<file path="src/rtl/muldiv_unit.sv">
// Iterative shift-add multiplier / restoring divider that owns the HI/LO pair.
// Optional MULDIV_ABORT_EN adds an abort input that cancels a running op.
module muldiv_unit #(
  parameter int WIDTH = 32
) (
  input  logic             clk,
  input  logic             rst,
  input  logic             start,
  input  logic [1:0]       op,
  input  logic [WIDTH-1:0] A,
  input  logic [WIDTH-1:0] B,
  input  logic             hi_we,
  input  logic             lo_we,
  input  logic [WIDTH-1:0] wdata,
`ifdef MULDIV_ABORT_EN
  input  logic             abort,
`endif
  output logic             busy,
  output logic             done,
  output logic [WIDTH-1:0] hi,
  output logic [WIDTH-1:0] lo
);

  localparam int CW = (WIDTH > 1) ? $clog2(WIDTH) : 1;
  localparam logic [CW-1:0] LAST = CW'(WIDTH - 1);

  typedef enum logic [1:0] {
    S_IDLE,
    S_CALC,
    S_FIX,
    S_DONE
  } state_e;

  state_e           state_q, state_d;
  logic             is_div_q, is_div_d;
  logic             neg_res_q, neg_res_d;
  logic             neg_rem_q, neg_rem_d;
  logic [WIDTH-1:0] m_q, m_d;
  logic [WIDTH-1:0] acc_q, acc_d;
  logic [WIDTH-1:0] lw_q, lw_d;
  logic [CW-1:0]    cnt_q, cnt_d;
  logic [WIDTH-1:0] hi_q, hi_d;
  logic [WIDTH-1:0] lo_q, lo_d;

  logic             abort_w;
  logic [WIDTH-1:0] abs_a, abs_b;
  logic [WIDTH:0]   mul_sum, shifted, diff;
  logic [2*WIDTH-1:0] prod, prod_fix;
  logic [WIDTH-1:0] quo_fix, rem_fix;

`ifdef MULDIV_ABORT_EN
  assign abort_w = abort;
`else
  assign abort_w = 1'b0;
`endif

  assign abs_a = (op[0] && A[WIDTH-1]) ? -A : A;
  assign abs_b = (op[0] && B[WIDTH-1]) ? -B : B;

  // acc holds the upper product half / partial remainder, lw the lower half / quotient
  assign mul_sum = {1'b0, acc_q} + (lw_q[0] ? {1'b0, m_q} : '0);
  assign shifted = {acc_q, lw_q[WIDTH-1]};
  assign diff    = shifted - {1'b0, m_q};

  assign prod     = {acc_q, lw_q};
  assign prod_fix = neg_res_q ? -prod : prod;
  assign quo_fix  = neg_res_q ? -lw_q : lw_q;
  assign rem_fix  = neg_rem_q ? -acc_q : acc_q;

  always_comb begin
    state_d   = state_q;
    is_div_d  = is_div_q;
    neg_res_d = neg_res_q;
    neg_rem_d = neg_rem_q;
    m_d       = m_q;
    acc_d     = acc_q;
    lw_d      = lw_q;
    cnt_d     = cnt_q;
    hi_d      = hi_q;
    lo_d      = lo_q;
    unique case (state_q)
      S_IDLE: begin
        if (start) begin
          state_d   = S_CALC;
          is_div_d  = op[1];
          neg_res_d = op[0] & (A[WIDTH-1] ^ B[WIDTH-1]);
          neg_rem_d = op[0] & op[1] & A[WIDTH-1];
          m_d       = op[1] ? abs_b : abs_a;
          lw_d      = op[1] ? abs_a : abs_b;
          acc_d     = '0;
          cnt_d     = '0;
        end else begin
          if (hi_we) hi_d = wdata;
          if (lo_we) lo_d = wdata;
        end
      end
      S_CALC: begin
        if (abort_w) begin
          state_d = S_IDLE;
        end else begin
          if (is_div_q) begin
            acc_d = diff[WIDTH] ? shifted[WIDTH-1:0] : diff[WIDTH-1:0];
            lw_d  = {lw_q[WIDTH-2:0], ~diff[WIDTH]};
          end else begin
            acc_d = mul_sum[WIDTH:1];
            lw_d  = {mul_sum[0], lw_q[WIDTH-1:1]};
          end
          if (cnt_q == LAST) state_d = S_FIX;
          else cnt_d = cnt_q + CW'(1);
        end
      end
      S_FIX: begin
        if (abort_w) begin
          state_d = S_IDLE;
        end else begin
          state_d = S_DONE;
          if (is_div_q) begin
            hi_d = rem_fix;
            lo_d = quo_fix;
          end else begin
            hi_d = prod_fix[2*WIDTH-1:WIDTH];
            lo_d = prod_fix[WIDTH-1:0];
          end
        end
      end
      S_DONE: begin
        state_d = S_IDLE;
        if (hi_we) hi_d = wdata;
        if (lo_we) lo_d = wdata;
      end
      default: state_d = S_IDLE;
    endcase
  end

  always_ff @(posedge clk or posedge rst) begin
    if (rst) begin
      state_q   <= S_IDLE;
      is_div_q  <= 1'b0;
      neg_res_q <= 1'b0;
      neg_rem_q <= 1'b0;
      m_q       <= '0;
      acc_q     <= '0;
      lw_q      <= '0;
      cnt_q     <= '0;
      hi_q      <= '0;
      lo_q      <= '0;
    end else begin
      state_q   <= state_d;
      is_div_q  <= is_div_d;
      neg_res_q <= neg_res_d;
      neg_rem_q <= neg_rem_d;
      m_q       <= m_d;
      acc_q     <= acc_d;
      lw_q      <= lw_d;
      cnt_q     <= cnt_d;
      hi_q      <= hi_d;
      lo_q      <= lo_d;
    end
  end

  assign busy = (state_q == S_CALC) || (state_q == S_FIX);
  assign done = (state_q == S_DONE);
  assign hi   = hi_q;
  assign lo   = lo_q;

endmodule

</file>
<file path="config.mk">
export PLATFORM = sky130hd
export DESIGN_NAME = muldiv_unit
export DESIGN_NICKNAME = d
export VERILOG_FILES = /design/src/rtl/muldiv_unit.sv
export SDC_FILE = /design/constraint.sdc
export NUM_CORES = 1
export LEC_CHECK = 0
export CAP_MARGIN = 25
export CORE_UTILIZATION = 40
export DETAILED_ROUTE_END_ITERATION = 10
export PLACE_DENSITY = 0.71
export SYNTH_ARGS = -nofsm -noshare
export SYNTH_HDL_FRONTEND = slang
export SYNTH_SLANG_ARGS = --single-unit
</file>
<file path="constraint.sdc">
create_clock -name clk -period 5.33 [get_ports clk]
set_input_delay 0.7995 -clock clk [delete_from_list [all_inputs] [get_ports clk]]
set_output_delay 0.7995 -clock clk [all_outputs]
set_load 0.05 [all_outputs]
</file>
Yosys cells after proc, flatten, opt, wreduce, memory -nomap -nowiden --
Index checks and enable logic that the tools add are counted.
Storage, ports and cells: register bits after elaboration 170, bits of input ports 103, output and inout bits 66, word-level logic and storage cells 71
Operators by class: add/subtract/negate cells 8, equality and inequality tests 8, mux-type cells 29, bitwise logic cells 5, reductions and logical operators 11
Operator list (number):
- two-way mux 32 bit | 18
- case mux 32 bit (3 select lines) | 2
- negation 32 bit | 4
- case mux 32 bit (2 select lines) | 2
- two-way mux 64 bit | 1
- negation 64 bit | 1
- adder 32 x 32 -> 33 bit | 1
- subtractor 33 x 32 -> 33 bit | 1
- two-way mux 5 bit | 2
- case mux 5 bit (2 select lines) | 1
- != test 2 bit, second input constant | 4
- case mux 2 bit (4 select lines) | 1
- AND reduction 2 bit | 4
- adder 5 x 1 -> 5 bit, second input constant | 1
- == test 5 bit, second input constant | 1
- == test 2 bit, second input constant | 2
- two-way mux 2 bit | 2
- bitwise AND 1 bit | 3
- AND reduction 3 bit | 1
- nonzero test 3 bit | 1
- == test 2 x 1 -> 1 bit, second input constant | 1
- logical AND 1 bit | 2
- zero test 2 bit | 1
- nonzero test 2 bit | 1
- other kinds (3) | 3

Depth between registers and ports, before layout --
Gate-level depths: netlist of the first run.
depth in word-level cells 5, gate-level depth with buffers 14, gate-level depth less buffers 13

Worst setup path before layout of the first run --
Ideal clock, no wire load.
kind register -> register, start reg lw_q[0], end reg acc_q[29], library setup time 0.087 ns, arrival time 3.067 ns, required time 5.243 ns, setup slack 2.176 ns, cell stages (with the launch flop) 14, buffers on the path 2, clock period less this slack 3.154 ns, cells stage by stage dfrtp_1 > inv_1 > clkbuf_1 > nor2_1 > ha_1 > clkbuf_1 > a21oi_1 > o21bai_1 > or3b_2 > a2111oi_0 > a211oi_1 > nor4b_1 > o31ai_1 > a22oi_1
On the way: word-level cells in the longest chain between the ends 4
RTL lines:
- from (decl) | RTL line 40 | logic [WIDTH-1:0] lw_q, lw_d;
- from (signal assigned) | RTL line 154 | lw_q <= lw_d;
- two-way mux 32 bit | RTL line 61 | assign mul_sum = {1'b0, acc_q} + (lw_q[0] ? {1'b0, m_q} : '0);
- adder 32 x 32 -> 33 bit | RTL line 61
- two-way mux 32 bit | RTL line 101 | if (is_div_q) begin
- case mux 32 bit (2 select lines) | RTL line 81 | unique case (state_q)
- to (signal assigned) | RTL line 142 | acc_q <= '0;
- to (signal assigned) | RTL line 153 | acc_q <= acc_d;
- to (decl) | RTL line 39 | logic [WIDTH-1:0] acc_q, acc_d;
No other way between the ends. A chain may end at the register's enable or synchronous reset.

Final worst setup path of the first run --
start reg lw_q[0], end reg acc_q[31]
The elaborated chain is that of the path after synthesis.

==> impl_metrics.tcl, run 1 <==
set metrics [dict create \
    status "finished with violations" \
    failed_checks "DRC" \
    grt.overflow.total 0 \
    slew_violations 0 \
    gp_congestion 1.03 \
    worst_hold_path_type "reg -> reg" \
    grt_max_degree 171 \
    yosys.area_share.adder_pct 6.44 \
    synth_compound_area_share_pct 27.2 \
    die_x_um 197 \
    cts_max_level 4 \
    cts.sinks 170 \
    timing.final.ws_setup_ns 1.22 \
    vias_per_cell 6.02 \
    finalHoldViolCount 0 \
    diodes 0 \
    fin_setup_tns_ns 0 \
    crit_start "lw_q[0]$_DFFE_PP0P_" \
    crit_end "acc_q[31]$_DFFE_PP0P_" \
    synthMuxAreaShare_pct 4.51 \
    synth_edf_count 0 \
    start_util_pct 40.5 \
    powerDensity_nw_per_um2 693 \
    placed_cell_area_um2 17200 \
    cts_buffer_depth 2 \
    cp_top_family "compound AO/OA/AOI/OAI gates" \
    worst_clock_skew_ns 0.0125 \
    syn-mean-instance-area_um2 7.85 \
    cap_violations 0 \
    post-cts-setup-buffers 0 \
    irDropWorstVdd_mv 0.307 \
    area_growth_pct 17.3 \
    path_class "reg -> reg" \
    path_depth 12 \
    critical_path.max_stage_delay_ns 0.62 \
    setup_viol 0 \
    path_buf_inv 1 \
    core_um2 37500 \
    fillers 3669 \
    cts_tree "yes" \
    worstReg2RegStart "lw_q[0]$_DFFE_PP0P_" \
    ant_nets 0 \
    clk_latency_ns 0.45 \
    rsz0062_at_grt "no" \
    wire_per_inst_um 20.5 \
    hpwl_um 40700 \
    path_max_fanout 19 \
    synthXorXnorAreaFrac_pct 9.91 \
    worstSetupStartpointType "register" \
    drive_above_1_share_pct 5.39 \
    power_leakage_uw 0.00733 \
    synth_top_family_by_area "compound AO/OA/AOI/OAI gates" \
    wirelength_um 52400 \
    die_area_um2 38800 \
    yosys_most_used_dff "dfrtp_1" \
    port_buffers 168 \
    worst_pin_slew_ns 1.01 \
    grt_use_total_pct 26.6 \
    synthesis.nets 2117 \
    grt_pass1_wl_um 80400 \
    drc 4 \
    r2r-end "acc_q[31]$_DFFE_PP0P_" \
    synth_simple_gate_area_share_pct 19.1 \
    cp_slowest_cell "inv_1" \
    max_freq_ghz 0.243 \
    slew_headroom_pct 32.4 \
    end_kind "register" \
    ios 169 \
    vias 15300 \
    hold_buffers 0 \
    pre_cts_ws_ns 1.27 \
    synthDistinctLibCells 86 \
    finalCriticalPeriod_ns 4.11 \
    cts_resized 0 \
    dr.pass1.iters 11 \
    ys_seq_elements 170 \
    required_ns 5.68 \
    rows 71 \
    clk_pin_slew_ns 0.07 \
    period_share_pct 77.1 \
    antenna_found_initial 0 \
    synthCells 1937 \
    rr_worst_depth 12 \
    ys_seq_area_share_pct 28.0 \
    cp_cell_sequence "inv_1 -> nor2_1 -> ha_1 -> o211ai_1 -> a21oi_1 -> a2111oi_2 -> o41ai_1 -> a2111oi_0 -> a211oi_1 -> a31oi_1 -> a2bb2oi_1 -> a311oi_1" \
    syn_area_um2 15200 \
    synth_warnings 0 \
    async_flop_share_pct 100 \
    cp_data_arrival_time_ns 4.45 \
    final_nets 2207 \
    fin_area_um2 17800 \
    drtIter0Drc 1586 \
    cts-buffers-inserted 17 \
    ctsRootBufferMaster "clkbuf_16" \
    grt_pass1_vias 14100 \
    die_h_um 197 \
    r2r_setup_slack_ns 1.22 \
]
[cells by family (layout without fill, tap and decap cells)]
kind of cell               after synthesis  in the layout
buffers and inverters                  185            288
and+or+nand+nor                        591            591
DFF                                    170            170
AOI/OAI and AO/OA                      676            676
adders and majority gates               77             77
xor gates and xnor gates               172            172
muxes                                   66             66
[layout make-up]
class / instances / area [um^2] / share of cell area [%]
Tap cell: 511 / 639 / 3.59
Clock buffer: 18 / 429 / 2.41
Clock inverter: 14 / 140 / 0.786
Sequential cell: 170 / 4260 / 23.9
Timing Repair Buffer: 190 / 1850 / 10.4
Inverter: 66 / 251 / 1.41
Multi-Input combinational cell: 1582 / 10300 / 57.5
[where the power goes]
group | total (uW) | switching, uW | internal (uW) | leakage, uW
Combinational | 8370 | 5290 | 3080 | 0.00496
Sequential | 2740 | 851 | 1890 | 0.00210
Clock | 1250 | 625 | 620 | 0.000270
Total | 12400 | 6770 | 5580 | 0.00733
[synthesized netlist by cell type, types with 4 or more instances]
master / n / share of area [%]
xnor2_1: 93 / 5.4
inv_1: 65 / 1.6
a21oi_1: 190 / 6.3
o21bai_1: 8 / 0.40
nor4b_1: 4 / 0.23
a31oi_1: 25 / 1.0
a41oi_1: 4 / 0.23
nand3_1: 29 / 0.96
and2_1: 9 / 0.37
o31ai_1: 23 / 1.1
nor3b_1: 6 / 0.30
xor2_1: 79 / 4.6
nor2b_1: 24 / 0.99
buf_1: 8 / 0.20
nor3_1: 38 / 1.3
a211oi_1: 46 / 2.3
buf_2: 8 / 0.26
nor4_4: 4 / 0.56
ha_1: 75 / 6.2
and4_1: 7 / 0.40
dfrtp_1: 170 / 28
a21boi_0: 5 / 0.25
a22oi_1: 28 / 1.4
nand2b_1: 15 / 0.62
or4_1: 5 / 0.25
and3_1: 8 / 0.33
nand4b_1: 4 / 0.23
or3_1: 11 / 0.45
a21o_1: 42 / 2.1
a32oi_1: 4 / 0.23
nand4_1: 20 / 0.82
o221ai_1: 7 / 0.40
mux2i_1: 46 / 3.0
nor2_1: 172 / 4.2
o41ai_1: 15 / 0.86
clkbuf_1: 98 / 2.4
o22ai_1: 5 / 0.21
nand2_1: 197 / 4.9
o21ai_1: 21 / 0.69
a221o_1: 6 / 0.40
o21ai_0: 194 / 6.4
o21a_1: 8 / 0.40
o211ai_1: 15 / 0.74
mux2_2: 20 / 1.5
nor4_1: 14 / 0.58
[worst min path at each step]
stage                             start             endpoint  slack [ns]  cells after the start
detailed placement   hi[28]$_DFFE_PP0P_   hi[28]$_DFFE_PP0P_        0.47                      1
global placement     lo[26]$_DFFE_PP0P_   lo[26]$_DFFE_PP0P_        0.46                      2
finish               lo[28]$_DFFE_PP0P_   lo[28]$_DFFE_PP0P_        0.48                      1
global route         lo[28]$_DFFE_PP0P_   lo[28]$_DFFE_PP0P_        0.50                      1
floorplan           m_q[10]$_DFFE_PP0P_  m_q[10]$_DFFE_PP0P_        0.45                      2
CTS                  hi[28]$_DFFE_PP0P_   hi[28]$_DFFE_PP0P_        0.48                      1
[placed cells by master (no fill, tap or decap), drive strengths merged, types with 7 or more instances in the layout]
| cell | synthesis | final |
|---|---|---|
| and2 | 9 | 9 |
| o21bai | 8 | 8 |
| nor2b | 24 | 24 |
| mux2i | 46 | 46 |
| nor4 | 20 | 20 |
| o211ai | 15 | 15 |
| o21a | 8 | 8 |
| inv | 65 | 69 |
| buf | 21 | 23 |
| nor2 | 173 | 173 |
| ha | 75 | 75 |
| a22oi | 28 | 28 |
| a211oi | 46 | 46 |
| o221ai | 7 | 7 |
| dfrtp | 170 | 170 |
| o31ai | 23 | 23 |
| and4 | 7 | 7 |
| nand3 | 29 | 29 |
| nand2 | 197 | 197 |
| clkdlybuf4s50 | 0 | 167 |
| o41ai | 16 | 16 |
| mux2 | 20 | 20 |
| xor2 | 79 | 79 |
| a31oi | 25 | 25 |
| nand4 | 23 | 23 |
| a21o | 42 | 42 |
| a21oi | 191 | 191 |
| nand2b | 15 | 15 |
| clkinv | 1 | 7 |
| or4 | 7 | 7 |
| xnor2 | 93 | 93 |
| o21ai | 217 | 217 |
| or3 | 11 | 11 |
| clkbuf | 98 | 18 |
| nor3 | 39 | 39 |
| and3 | 9 | 9 |
[metal layers]
metal	global-route usage, %	part of all wire, %
met4	8.50	3.0
met1	38.1	45
met5	0	0
met2	40.6	44
met3	4.14	8.3
[flip-flops by register name (all words and copies together) (netlist names)]
name / count
acc_q: 32
neg_rem_q: 1
state_q: 2
lw_q: 32
neg_res_q: 1
cnt_q: 5
m_q: 32
is_div_q: 1
lo: 32
hi: 32
[per-stage QoR]
step / hold WS, ns / utilization, % / total power [uW] / cells
after floorplan: 0.450 / - / 8510 / 1937
after global placement: 0.462 / 46.0 / 10800 / 2517
after detailed placement: 0.467 / 46.0 / 10900 / 2518
after CTS: 0.484 / 47.5 / 12200 / 2550
after global routing: 0.502 / 47.5 / 13100 / 2551
final: 0.479 / 47.5 / 12400 / 2551
[worst reg2reg max path: cells and delay by family (launching register included)]
family,cells,cell delay (ns)
simple gates,1,0.10
buf+inv,1,0.62
fa+ha+maj,1,0.42
flops,1,0.46
compound gates,9,2.40
Power figures use the tool's default switching activity.
==> run 2, diff against run 1 <==
PLACE_DENSITY = 0.69   (was 0.71)
clock period = 4.14 ns   (was 5.33 ns; I/O delays follow)
==> run 2 against run 1 <==
Effect of this change:
- the run still ends with DRC left
- clock skew is essentially flat
- total power grew 32%
- fmax rose by 13%
- via count up 0.15%
- non-clock buffer count rose by 48
- routed wire length is 2.3% higher
- design area grew 2.4%
- register-to-register slack got worse by 0.71 ns
- core utilization up 1.2 points
- cell count increased by 1.9%
- first-iteration DRC count decreased by 5.3%
- critical path type unchanged
- critical endpoint is now acc_q[29]$_DFFE_PP0P_
==> impl_metrics.tcl, run 2 (same netlist as run 1, synthesis figures left out) <==
set metrics [dict create \
    gp_congestion 0.985 \
    hold_buffers 0 \
    rsz0062_at_grt "no" \
    worst_pin_slew_ns 0.850 \
    final_common_cell "nand2_1" \
    cts.sinks 170 \
    port_buffers 168 \
    end_kind "register" \
    pre_cts_ws_ns 0.604 \
    max_freq_ghz 0.275 \
    grt_pass1_vias 14400 \
    slew_headroom_pct 43.1 \
    grt_pass1_wl_um 82800 \
    hp-start "hi[11]$_DFFE_PP0P_" \
    rows 71 \
    rr_worst_depth 15 \
    path_class "reg -> reg" \
    place_inst 2567 \
    cts_resized 0 \
    worstReg2RegStart "lw_q[0]$_DFFE_PP0P_" \
    die_h_um 197 \
    drive_above_1_share_pct 7.52 \
    wirelength_um 53600 \
    cap_violations 0 \
    die_x_um 197 \
    timing.final.ws_setup_ns 0.509 \
    start_util_pct 40.5 \
    area_growth_pct 20.1 \
    grt_use_total_pct 27.4 \
    stdcell_count 2600 \
    ant_nets 0 \
    r2r_setup_slack_ns 0.51 \
    placed_cell_area_um2 17600 \
    drc 4 \
    drtIter0Drc 1502 \
    setup_viol 0 \
    fin_area_um2 18300 \
    cts_max_level 4 \
    failed_checks "DRC" \
    finalHoldViolCount 0 \
    powerDensity_nw_per_um2 896 \
    r2r-end "acc_q[29]$_DFFE_PP0P_" \
    dr.pass1.iters 11 \
    status "finished with violations" \
    grt.overflow.total 0 \
    fin_util_pct 48.7 \
    die_area_um2 38800 \
    hold_depth 1 \
    ios 169 \
    clk_latency_ns 0.44 \
    core_um2 37500 \
    wire_per_inst_um 20.6 \
    holdPathEnd "hi[11]$_DFFE_PP0P_" \
    vias_per_cell 5.91 \
    final_cell_mix "nand2_1, o21ai_0, a21oi_1" \
    worst_hold_path_type "reg -> reg" \
    crit_start "lw_q[0]$_DFFE_PP0P_" \
    final_nets 2255 \
    irDropWorstVdd_mv 0.322 \
    cts_buffer_depth 2 \
    hpwl_um 42500 \
    grt_max_degree 65 \
    antenna_found_initial 0 \
    required_ns 4.49 \
    worstSetupStartpointType "register" \
    power_leakage_uw 0.00761 \
    vias 15400 \
    cts-buffers-inserted 17 \
    cp_data_arrival_time_ns 3.98 \
    post-cts-setup-buffers 0 \
    path_max_fanout 4 \
    fin_setup_tns_ns 0 \
    cts_tree "yes" \
    finalCriticalPeriod_ns 3.63 \
    period_share_pct 87.7 \
    slew_violations 0 \
    fillers 3684 \
    ctsRootBufferMaster "clkbuf_16" \
    clk_pin_slew_ns 0.07 \
    worst_clock_skew_ns 0.0129 \
]
[run 2: metrics by stage]
step	power (uW)	hold WS, ns
CTS	16200	0.483
floorplan	11000	0.450
finish	16400	0.481
global placement	14300	0.461
global route	17500	0.496
detailed placement	14400	0.467
[run 2: cell type report]
cell class / count / area, um^2 / area share, %
Inverter: 66 / 251 / 1.38
Antenna cell: 1 / 2.50 / 0.0137
Multi-Input combinational cell: 1582 / 10300 / 56.2
Sequential cell: 170 / 4260 / 23.3
Tap cell: 511 / 639 / 3.50
Clock buffer: 19 / 433 / 2.37
Clock inverter: 13 / 184 / 1.01
Timing Repair Buffer: 238 / 2240 / 12.3
[run 2: worst max-delay path: stages, from the launching register on]
cell	delay (ns)
dfrtp_1	0.37
and2_1	0.14
ha_1	0.18
inv_1	0.06
fa_1	0.39
nand2b_1	0.18
a21oi_1	0.26
a2111oi_2	0.11
buf_4	0.16
o41ai_1	0.58
a2111oi_0	0.20
a211oi_1	0.21
buf_4	0.18
and4b_1	0.19
o31ai_1	0.08
a22oi_1	0.24
[run 2: report_power, final]
group	switching (uW)	internal [uW]	leakage, uW
clock	745	971	0.000303
sequential	891	2430	0.00210
combinational	7120	4200	0.00521
[run 2: layer usage]
metal,track usage [%],vias up,routed length (um)
li1,-,7301,-
met1,40.2,7291,24300
met2,42.6,722,23800
met3,3.54,54,4670
met4,6.26,0,862
met5,0,-,0
[run 2: worst max-delay path by stage]
stage / endpoint / slack, ns / cells past startpoint
detailed placement: acc_q[29]$_DFFE_PP0P_ / 0.60 / 15
global placement: acc_q[29]$_DFFE_PP0P_ / 0.58 / 15
global route: acc_q[31]$_DFFE_PP0P_ / 0.26 / 15
finish: acc_q[29]$_DFFE_PP0P_ / 0.51 / 15
floorplan: acc_q[29]$_DFFE_PP0P_ / 0.99 / 13
CTS: acc_q[29]$_DFFE_PP0P_ / 0.57 / 15
==> run 3, diff against run 2 <==
CORE_MARGIN = 2   (was not set)
RECOVER_POWER = 50   (was not set)
==> run 3 against run 2 <==
Effect of this change:
- the flow now finishes without violations
- die area is 2.0% higher
- non-clock buffer count is 14 lower
- sequential power is 2% lower
- via count is 0.85% higher
==> impl_metrics.tcl, run 3 (same netlist as run 1, synthesis figures left out) <==
set metrics [dict create \
    status "completed" \
    die_x_um 199 \
    vias_per_cell 6.00 \
    seq_power_share_pct 20.4 \
    antenna_found_initial 0 \
    cts.sinks 170 \
    path_max_fanout 27 \
    switchingPower_uw 8700 \
    worst_hold_path_type "reg -> reg" \
    hp-start "lo[17]$_DFFE_PP0P_" \
    hpwl_um 41900 \
    cts_tree "yes" \
    timing.final.ws_setup_ns 0.347 \
    irDropWorstVdd_mv 0.339 \
    worstReg2RegStart "lw_q[0]$_DFFE_PP0P_" \
    critical_path.max_stage_delay_ns 0.58 \
    fin_setup_tns_ns 0 \
    pre_cts_ws_ns 0.442 \
    cts_buffer_depth 2 \
    power.share.combinational_pct 70.3 \
    drive_above_1_share_pct 6.76 \
    slew_headroom_pct 3.06 \
    final_cell_mix "nand2_1, o21ai_0, a21oi_1" \
    die_area_um2 39600 \
    r2r-end "acc_q[29]$_DFFE_PP0P_" \
    drtIter0Drc 1782 \
    die_h_um 199 \
    holdPathEnd "lo[17]$_DFFE_PP0P_" \
    cp_slowest_cell "a2111oi_2" \
    powerDensity_nw_per_um2 888 \
    path_class "reg -> reg" \
    drc 0 \
    grt_use_total_pct 26.7 \
    slew_violations 0 \
    port_buffers 168 \
    crit_start "lw_q[0]$_DFFE_PP0P_" \
    hold_depth 2 \
    wirelength_um 53100 \
    area_growth_pct 18.8 \
    grt_pass1_vias 14200 \
    cts_max_level 4 \
    worst_pin_slew_ns 1.45 \
    gp_congestion 1.07 \
    setup_viol 0 \
    grt.overflow.total 0 \
    ios 169 \
    post-cts-setup-buffers 0 \
    rows 71 \
    p_sw_share_pct 54.3 \
    start_util_pct 40.4 \
    cp_cell_sequence "inv_1 -> buf_12 -> nor2_1 -> ha_1 -> o211ai_1 -> a21oi_1 -> a2111oi_2 -> o41ai_1 -> a2111oi_0 -> a211oi_1 -> buf_4 -> nor4b_1 -> o31ai_1 -> a22oi_1" \
    required_ns 4.50 \
    vias 15500 \
    clk_latency_ns 0.45 \
    cts-buffers-inserted 17 \
    ant_nets 0 \
    core_um2 37600 \
    clkPwrFrac_pct 9.2 \
    rr_worst_depth 14 \
    final_nets 2241 \
    hold_buffers 0 \
    clk_pin_slew_ns 0.07 \
    ctsRootBufferMaster "clkbuf_16" \
    cp_data_arrival_time_ns 4.15 \
    stdcell_count 2584 \
    cap_violations 0 \
    final_common_cell "nand2_1" \
    intPower_uw 7320 \
    grt_max_degree 112 \
    finalHoldViolCount 0 \
    r2r_setup_slack_ns 0.35 \
    cts_resized 0 \
    end_kind "register" \
    place_inst 2552 \
    grt_pass1_wl_um 81800 \
    period_share_pct 91.6 \
    rsz0062_at_grt "no" \
    max_freq_ghz 0.264 \
    power_leakage_uw 0.00751 \
    worst_clock_skew_ns 0.0133 \
    hold_slack_ns 0.473 \
    wire_per_inst_um 20.6 \
    path_buf_inv 3 \
    finalCriticalPeriod_ns 3.79 \
    cp_top_family "compound AO/OA/AOI/OAI gates" \
    worstSetupStartpointType "register" \
    dr.pass1.iters 6 \
]
==> run 3: changes by cell type in the layout (fill, tap and decap cells not counted), moves of 2 or more <==
cell             previous run  this run
clkdlybuf4s50_1           167       142
dlygate4sd3_1               0        25
buf_4                      67        51
inv_8                       4         0
bufinv_16                   3         0
and2_0                      0         2
and2_1                      9         7
clkinv_2                    1         3
==> run 3: how the worst max path moves through the flow <==
| stage | to | slack, ns | depth (start not counted) |
|---|---|---|---|
| after floorplan | acc_q[29]$_DFFE_PP0P_ | 0.99 | 13 |
| after global placement | acc_q[29]$_DFFE_PP0P_ | 0.55 | 14 |
| after detailed placement | acc_q[29]$_DFFE_PP0P_ | 0.44 | 14 |
| after CTS | acc_q[29]$_DFFE_PP0P_ | 0.42 | 14 |
| after global routing | acc_q[24]$_DFFE_PP0P_ | 0.08 | 13 |
| final | acc_q[29]$_DFFE_PP0P_ | 0.35 | 14 |
==> run 3: power by group through the flow <==
stage / Clock (uW) / Combinational [uW] / Sequential, uW
final: 1480 / 11300 / 3270
after global routing: 1570 / 12200 / 3360
after CTS: 1490 / 11100 / 3240
after detailed placement: 0 / 11100 / 3270
after global placement: 0 / 11000 / 3250
after floorplan: 0 / 6900 / 4050
==> run 3: per-stage QoR <==
| stage | utilization, % | cell area [um^2] | power, uW |
|---|---|---|---|
| final | 48.0 | 18000 | 16000 |
| after CTS | 48.0 | 18000 | 15900 |
| after global placement | 46.6 | 17500 | 14200 |
| after floorplan | - | 15200 | 11000 |
| after detailed placement | 46.6 | 17500 | 14400 |
| after global routing | 48.0 | 18000 | 17100 |
==> run 3: worst min-delay path, stage by stage (launching register included) <==
cell and delay (ns):
dfrtp_1 0.34, nand2_1 0.04, o21ai_0 0.06
==> run 3: final cells by class <==
cell class,instances,area (um^2)
Multi-Input combinational cell,1582,10300
Antenna cell,1,2.50
Clock buffer,20,447
Clock inverter,10,73.8
Fill cell,3672,19500
Tap cell,511,639
Inverter,66,249
Sequential cell,170,4260
Timing Repair Buffer,224,2130
==> run 3: layer usage <==
metal	global-route usage (%)	part of all wire [%]	vias up
li1	-	-	7278
met1	39.0	45	7392
met2	40.2	43	752
met3	4.22	8.8	76
met4	8.18	2.7	0
met5	0	0	-
